[config.mk]
export PLATFORM = sky130hd
export DESIGN_NAME = ft245_tx
export DESIGN_NICKNAME = d
export VERILOG_FILES = /design/src/rtl/ft245_pkg.sv /design/src/rtl/ft245_tx.sv
export SDC_FILE = /design/constraint.sdc
export NUM_CORES = 1
export LEC_CHECK = 0
export ABC_AREA = 1
export BUFFER_PORTS_ARGS = -buffer_cell sky130_fd_sc_hd__buf_4
export CAP_MARGIN = 20
export CORE_UTILIZATION = 59
export CTS_CLUSTER_SIZE = 10
export DETAILED_ROUTE_END_ITERATION = 8
export PLACE_DENSITY = 0.93
export SETUP_SLACK_MARGIN = 0.1
export SYNTH_ARGS = -nofsm -noshare
export SYNTH_HDL_FRONTEND = slang
export SYNTH_SLANG_ARGS = --single-unit
[constraint.sdc]
create_clock -name clk_i -period 2.8 [get_ports clk_i]
set_clock_uncertainty 0.2 [all_clocks]
set_input_delay 0.7 -clock clk_i [delete_from_list [all_inputs] [get_ports clk_i]]
set_output_delay 0.7 -clock clk_i [all_outputs]
set_load 0.005 [all_outputs]
[src/rtl/ft245_pkg.sv]
// Shared types and helpers for the FT245 synchronous-FIFO transmitter.
// With FT_FRAME_HDR_EN defined, the state enum also carries the header states.
package ft245_pkg;

    localparam int FT_BYTE_W = 8;
    localparam int SAMPLE_W  = 16;

    localparam logic [SAMPLE_W-1:0] HDR_WORD_DEF = 16'hA55A;

`ifdef FT_FRAME_HDR_EN
    typedef enum logic [2:0] {
        ST_IDLE  = 3'd0,
        ST_BYTE0 = 3'd1,
        ST_BYTE1 = 3'd2,
        ST_HDR0  = 3'd3,
        ST_HDR1  = 3'd4
    } state_t;
`else
    typedef enum logic [1:0] {
        ST_IDLE  = 2'd0,
        ST_BYTE0 = 2'd1,
        ST_BYTE1 = 2'd2
    } state_t;
`endif

    // Pick the byte of a word that goes out first (second=0) or second (second=1).
    function automatic logic [FT_BYTE_W-1:0] sel_byte(
        input logic [SAMPLE_W-1:0] word,
        input logic                msb_first,
        input logic                second
    );
        sel_byte = (msb_first ^ second) ? word[SAMPLE_W-1:FT_BYTE_W]
                                        : word[FT_BYTE_W-1:0];
    endfunction

endpackage

[src/rtl/ft245_tx.sv]
// FT245 synchronous-mode transmitter: pops 16-bit samples from an FWFT FIFO
// and writes them as byte pairs using the TXE#/WR# handshake, back to back.
// Optional macro FT_FRAME_HDR_EN: prefix every frame with HDR_WORD.
module ft245_tx
    import ft245_pkg::*;
#(
    parameter int WORDS_PER_FRAME = 8,
    parameter int MSB_FIRST       = 0
`ifdef FT_FRAME_HDR_EN
    ,
    parameter logic [SAMPLE_W-1:0] HDR_WORD = HDR_WORD_DEF
`endif
) (
    input  logic                 clk_i,
    input  logic                 reset_i,
    input  logic                 en_i,
    input  logic [SAMPLE_W-1:0]  fifo_data_i,
    input  logic                 fifo_empty_i,
    output logic                 fifo_rd_o,
    input  logic                 ft_txe_i,
    output logic                 ft_wr_o,
    output logic [FT_BYTE_W-1:0] ft_data_o,
    output logic                 busy_o,
    output logic [31:0]          byte_cnt_o,
    output logic [15:0]          frame_cnt_o
);

    localparam logic [7:0] LAST_IDX = 8'(WORDS_PER_FRAME - 1);
    localparam logic       MSB      = (MSB_FIRST != 0);

    state_t                r_state;
    state_t                w_next_state;
    logic [SAMPLE_W-1:0]   r_word;
    logic                  r_wr_n;
    logic [FT_BYTE_W-1:0]  r_data;
    logic [31:0]           r_byte_cnt;
    logic [15:0]           r_frame_cnt;
    logic [7:0]            r_word_idx;

    logic                  w_start;
    logic                  w_accept;
    logic                  w_last_word;
    logic                  w_pop;
    logic                  w_wr_n_nxt;
    logic [FT_BYTE_W-1:0]  w_data_nxt;

    assign w_start     = !fifo_empty_i && en_i;
    assign w_accept    = !r_wr_n && !ft_txe_i;
    assign w_last_word = (r_word_idx == LAST_IDX);

`ifdef FT_FRAME_HDR_EN
    // Set once the header of a new frame has gone out but its first word has
    // not been popped yet, so a restart from IDLE does not resend the header.
    logic r_hdr_sent;
    logic w_hdr_idle;
    logic w_hdr_next;
    assign w_hdr_idle = (r_word_idx == 8'd0) && !r_hdr_sent;
    assign w_hdr_next = w_last_word;

    // Track whether the current frame header is already on the wire.
    always_ff @(posedge clk_i) begin
        if (reset_i)
            r_hdr_sent <= 1'b0;
        else if (w_pop)
            r_hdr_sent <= 1'b0;
        else if (r_state == ST_HDR1 && w_accept)
            r_hdr_sent <= 1'b1;
    end
`endif

    // State register.
    always_ff @(posedge clk_i) begin
        if (reset_i)
            r_state <= ST_IDLE;
        else
            r_state <= w_next_state;
    end

    // Next-state logic; a word only starts when data is present and enabled.
    always_comb begin
        w_next_state = r_state;
        case (r_state)
            ST_IDLE: begin
                if (w_start) begin
`ifdef FT_FRAME_HDR_EN
                    w_next_state = w_hdr_idle ? ST_HDR0 : ST_BYTE0;
`else
                    w_next_state = ST_BYTE0;
`endif
                end
            end
            ST_BYTE0: if (w_accept) w_next_state = ST_BYTE1;
            ST_BYTE1: begin
                if (w_accept) begin
                    if (!w_start)
                        w_next_state = ST_IDLE;
`ifdef FT_FRAME_HDR_EN
                    else if (w_hdr_next)
                        w_next_state = ST_HDR0;
`endif
                    else
                        w_next_state = ST_BYTE0;
                end
            end
`ifdef FT_FRAME_HDR_EN
            ST_HDR0: if (w_accept) w_next_state = ST_HDR1;
            ST_HDR1: if (w_accept) w_next_state = w_start ? ST_BYTE0 : ST_IDLE;
`endif
            default: w_next_state = ST_IDLE;
        endcase
    end

    // Output decode: pop strobe plus next WR#/data for the output registers.
    always_comb begin
        w_pop      = 1'b0;
        w_wr_n_nxt = r_wr_n;
        w_data_nxt = r_data;
        case (r_state)
            ST_IDLE: begin
                if (w_start) begin
                    w_wr_n_nxt = 1'b0;
`ifdef FT_FRAME_HDR_EN
                    if (w_hdr_idle) begin
                        w_data_nxt = sel_byte(HDR_WORD, MSB, 1'b0);
                    end else begin
                        w_pop      = 1'b1;
                        w_data_nxt = sel_byte(fifo_data_i, MSB, 1'b0);
                    end
`else
                    w_pop      = 1'b1;
                    w_data_nxt = sel_byte(fifo_data_i, MSB, 1'b0);
`endif
                end
            end
            ST_BYTE0: begin
                if (w_accept)
                    w_data_nxt = sel_byte(r_word, MSB, 1'b1);
            end
            ST_BYTE1: begin
                if (w_accept) begin
                    if (!w_start) begin
                        w_wr_n_nxt = 1'b1;
`ifdef FT_FRAME_HDR_EN
                    end else if (w_hdr_next) begin
                        w_data_nxt = sel_byte(HDR_WORD, MSB, 1'b0);
`endif
                    end else begin
                        w_pop      = 1'b1;
                        w_data_nxt = sel_byte(fifo_data_i, MSB, 1'b0);
                    end
                end
            end
`ifdef FT_FRAME_HDR_EN
            ST_HDR0: begin
                if (w_accept)
                    w_data_nxt = sel_byte(HDR_WORD, MSB, 1'b1);
            end
            ST_HDR1: begin
                if (w_accept) begin
                    if (w_start) begin
                        w_pop      = 1'b1;
                        w_data_nxt = sel_byte(fifo_data_i, MSB, 1'b0);
                    end else begin
                        w_wr_n_nxt = 1'b1;
                    end
                end
            end
`endif
            default: w_wr_n_nxt = 1'b1;
        endcase
        // A pop during reset would be lost by the datapath, so suppress it.
        if (reset_i)
            w_pop = 1'b0;
    end

    // Output registers, word latch and counters.
    always_ff @(posedge clk_i) begin
        if (reset_i) begin
            r_wr_n      <= 1'b1;
            r_data      <= '0;
            r_word      <= '0;
            r_byte_cnt  <= '0;
            r_frame_cnt <= '0;
            r_word_idx  <= '0;
        end else begin
            r_wr_n <= w_wr_n_nxt;
            r_data <= w_data_nxt;
            if (w_pop)
                r_word <= fifo_data_i;
            if (w_accept)
                r_byte_cnt <= r_byte_cnt + 32'd1;
            if (w_accept && r_state == ST_BYTE1) begin
                if (w_last_word) begin
                    r_word_idx  <= 8'd0;
                    r_frame_cnt <= r_frame_cnt + 16'd1;
                end else begin
                    r_word_idx  <= r_word_idx + 8'd1;
                end
            end
        end
    end

    assign fifo_rd_o   = w_pop;
    assign ft_wr_o     = r_wr_n;
    assign ft_data_o   = r_data;
    assign busy_o      = (r_state != ST_IDLE);
    assign byte_cnt_o  = r_byte_cnt;
    assign frame_cnt_o = r_frame_cnt;

endmodule

== After elaboration in Yosys (flattened, before gate mapping) ==
Cells that the tools add are included.
Storage, ports and cells
  output and inout port bits: 59
  flip-flop bits (word level): 83
  logic and storage cells: 49
  input bits: 21
Cells by class
  multiplexer cells: 18
  add/subtract/negate cells: 3
  bitwise logic cells: 1
  reduce and logical (&&, ||, !) cells: 13
  equality and inequality tests: 7
Operators by type and width (count)
  $add A32 B1 Y32 const B: 1
  $mux W8: 4
  $pmux W8 S3: 1
  $add A16 B1 Y16 const B: 1
  $add A8 B1 Y8 const B: 1
  $eq A8 B3 Y1 const B: 1
  $ne A2 B2 Y1 const B: 4
  $mux W1: 7
  $mux W2: 3
  $pmux W2 S3: 1
  $reduce_and A3 Y1: 2
  $reduce_and A4 Y1: 1
  $logic_and A1 B1 Y1: 3
  $logic_not A1 Y1: 3
  $pmux W1 S3: 1
  $reduce_bool A3 Y1: 1
  $eq A2 B1 Y1 const B: 1
  $eq A2 B2 Y1 const B: 1
  $logic_not A2 Y1: 1
  $pmux W1 S2: 1
  $reduce_and A2 Y1: 1
  $reduce_bool A2 Y1: 1
  $not A1 Y1: 1

== Depth between registers and ports, before layout ==
  depth in word-level cells: 6
  mapped depth: 10
  mapped depth without buffers: 10

== Least setup slack after synthesis ==
Ideal clock, no wire load.
  kind: input-to-output
  start point: in ft_txe_i
  end point: out fifo_rd_o
  arrival time: 1.423 ns
  required time: 1.900 ns
  slack: 0.477 ns
  path buffers: 1
  stages: 6
  path through: inv_1 > nand2_2 > nand2_1 > nand3_4 > buf_2 > nor2_1
On the way
  longest elaborated chain between the ends: 5
Ends and longest elaborated chain
  start, declared: line ft245_tx.sv:20  | input logic ft_txe_i,
  $logic_not A1 Y1: line ft245_tx.sv:48  | assign w_accept = !r_wr_n && !ft_txe_i;
  $logic_and A1 B1 Y1: line ft245_tx.sv:48
  $mux W1: line ft245_tx.sv:140  | if (w_accept) begin
  $pmux W1 S2: line ft245_tx.sv:118  | case (r_state)
  $mux W1: line ft245_tx.sv:172  | if (reset_i)
  end, declared: line ft245_tx.sv:19  | output logic fifo_rd_o,
Every way passes these cells.

== Worst setup path in the final report ==
  start point: reg r_state[1]
  end point: out fifo_rd_o
On the way
  longest elaborated chain between the ends: 3
  elaborated cells on any way between the ends: 4
  classes of those cells: eq/ne: 1; mux: 2; reduce/logical: 1
Ends and longest elaborated chain
  start, declared: line ft245_tx.sv:31  | state_t r_state;
  start signal, assigned: line ft245_tx.sv:76  | r_state <= w_next_state;
  $eq A2 B2 Y1 or $logic_not A2 Y1 (tied branches): line ft245_tx.sv:118
  $pmux W1 S2 *: line ft245_tx.sv:118
  $mux W1 *: line ft245_tx.sv:172
Every way passes the cells marked *; elsewhere a longest branch is shown, timed or not.

==> reports/qor.yml <==
outcome:
  status: "completed"
floorplan:
  die_y_microns: 82.1
  die_x_microns: 82.1
  io_pins: 80
  dieArea_sq_um: 6750
  rows: 28
  initial_core_util_pct: 62.5
  core_sq_um: 6060
yosys:
  synth_area_sq_um: 3790
  synth_seq_area_share_pct: 39.6
  syn_inst: 575
  ys_types: 32
  synth_nets: 599
  syn_avg_cell_area_sq_um: 6.59
  ys_seq_elements: 75
  yosysWarnings: 0
finish:
  layout_common_cells: "nand2_1 (125), nor2_1 (113), buf_4 (82)"
  nNetsFinal: 682
  seq_area_sq_um: 1500
  multi_input_area_sq_um: 1950
  diodes: 0
  drive_above_1_share_pct: 17.9
  fillers: 455
  syn_to_final_growth_pct: 22.9
  final_common_cell: "nand2_1"
power_and_ir_drop:
  p_seq_share_pct: 53.3
  p_int_mw: 1.57
  power_leakage_nw: 2.02
  power.total_mw: 2.06
  combinationalPowerShare_pct: 7.0
  power_switching_mw: 0.498
  power_frac_clock_pct: 39.7
  max-vdd-ir-drop_mv: 0.313
  pwr_density_cell_nw_per_um2: 443
  p_sw_share_pct: 24.1
setup_path:
  crit_fanout: 3
  worst_ep_required_time_ps: 1900
  critPathSlowestCell: "dfxtp_1"
  critical_path_class: "flip-flop to output pin"
  critPathMaxStageDelay_ps: 330
  worstSetupStartpointType: "flip-flop"
  path_cells: "inv_1 > nor2_2 > nand2_1 > nand3_4 > nor2_1 > buf_4"
  cp.arrival_ps: 1400
  crit_path_end_kind: "output pin"
timing:
  hold_viol: 0
  fmax_ghz: 0.435
  relSlewSlack_pct: 65.3
  tightestPinTransition_ps: 516
  fin_setup_tns_ps: 0
  setup_ws_ps: 501
  period_share_pct: 82.1
  fin_crit_ps: 2300
  finalSetupViolCount: 0
  final_max_slew_viol_count: 0
  rsz0062_at_grt: "no"
drt:
  wl_per_cell_microns: 13.3
  wirelength_microns: 9790
  vias: 4021
  vias_per_cell: 5.45
  route.detailed.drc: 0
  drt_pass1_iterations: 5
  drt_iter0_drc: 308
  antenna_left: 0
global_route:
  grt_pass1_wl_microns: 16200
  track_usage_pct: 31.2
  antenna_found_initial: 0
  gr-total-overflow: 0
  grt_max_degree: 35
  grt_pass1_vias: 3779
clock_network:
  root_buffer: "clkbuf_8"
  cts_resized: 0
  hold_buffers: 0
  post_cts_buffers: 0
  cts_buffers: 9
  clkLatencyLatePin_ps: 350
  clock-sinks: 75
  htreeDepth: 3
  clk_pin_slew_worst_paths_ps: 80
  cts_tree: "done"
  max-clock-path-buffers: 2
placement:
  hpwl_microns: 7060
  gp_congestion: 0.902
  port_buffers: 79
  dp_slack_ps: 470
worst_hold_path:
  hold_class: "flip-flop to flip-flop"
run:
  maxCapViolations: 0
power by group through the flow:
stage	logic, mW	clock network (mW)	registers, mW
floorplan	0.0760	0	1.12
global placement	0.138	0	1.12
detailed placement	0.142	0	1.12
CTS	0.144	0.822	1.10
global route	0.159	0.870	1.10
finish	0.144	0.821	1.10
path summary, 6_finish.rpt:
path	end	start	slack [ps]	cells past startpoint
setup / recovery	fifo_rd_o	r_state[1]	500	6
hold / removal	r_word[11]	r_word[11]	270	2
setup reg to reg	byte_cnt_o[9]	ft_wr_o	930	8
hold reg to reg	r_word[11]	r_word[11]	270	2
cells in the mapped netlist:
cell type / instances / area [sq um]
nand2_4: 1 / 11.3
inv_4: 1 / 6.26
o21a_1: 1 / 7.51
nand3_1: 41 / 205
xor2_1: 8 / 70.1
nand3_2: 1 / 10.0
o211ai_1: 1 / 7.51
nor2_2: 4 / 25.0
nor3_1: 12 / 60.1
nand2_2: 4 / 25.0
nand3_4: 1 / 17.5
nand2_1: 125 / 469
o21ai_0: 32 / 160
a211oi_1: 8 / 60.1
buf_2: 1 / 5.00
ha_1: 3 / 37.5
o21ai_2: 1 / 8.76
and3_1: 1 / 6.26
nand4_1: 13 / 81.3
nor2_4: 4 / 45.0
a21oi_1: 30 / 150
and2_2: 1 / 7.51
inv_2: 2 / 7.51
inv_1: 75 / 282
nor2_1: 113 / 424
dfxtp_1: 75 / 1500
buf_1: 1 / 3.75
clkbuf_1: 8 / 30.0
nor3_4: 1 / 16.3
o21bai_1: 2 / 15.0
nand3b_1: 1 / 7.51
xnor2_1: 3 / 26.3
sequential cells by signal, indices dropped and copies added (netlist names):
register,flops
frame_cnt_o,16
byte_cnt_o,32
ft_wr_o,1
ft_data_o,8
r_word,8
r_word_idx,8
r_state,2
routing by layer:
layer | vias up | track usage [%] | routed length (microns)
met5 | - | 0 | 0
met4 | 0 | 15.8 | 216
met3 | 28 | 4.73 | 668
met2 | 193 | 53.7 | 4770
met1 | 1803 | 37.5 | 4140
li1 | 1997 | - | -
worst max-delay path: cells and delay by family (launching register included):
family	cells	cell delay [ps]
buffers and inverters	2	220
flip-flops	1	330
AND/OR/NAND/NOR	4	500
kinds of logic (layout without fill, tap and decap cells):
group	Yosys count	count (layout)	synth area share (%)
AOI/OAI and AO/OA	75	75	10.8
and+or+nand+nor	323	323	37.2
buffers and inverters	88	176	8.81
DFF	75	75	39.6
adders and majority gates	3	3	0.991
xor gates and xnor gates	11	11	2.54
area by class of cell:
class                           count  share of cell area, %
Inverter                           78                   6.34
Tap cell                           75                   2.01
Clock inverter                      3                  0.430
Multi-Input combinational cell    412                   41.9
Sequential cell                    75                   32.2
Clock buffer                       13                   3.84
Timing Repair Buffer               82                   13.2
through the flow:
step           area, sq um  std cells  hold WS [ps]  utilization (%)
2_1_floorplan         3790        575           234                -
3_3_place_gp          4460        722           245             73.6
3_5_place_dp          4460        722           252             73.6
4_1_cts               4660        738           266             76.9
5_1_grt               4660        738           297             76.9
6_report              4660        738           266             76.9
Note: power is estimated with default switching activity, not from simulation.
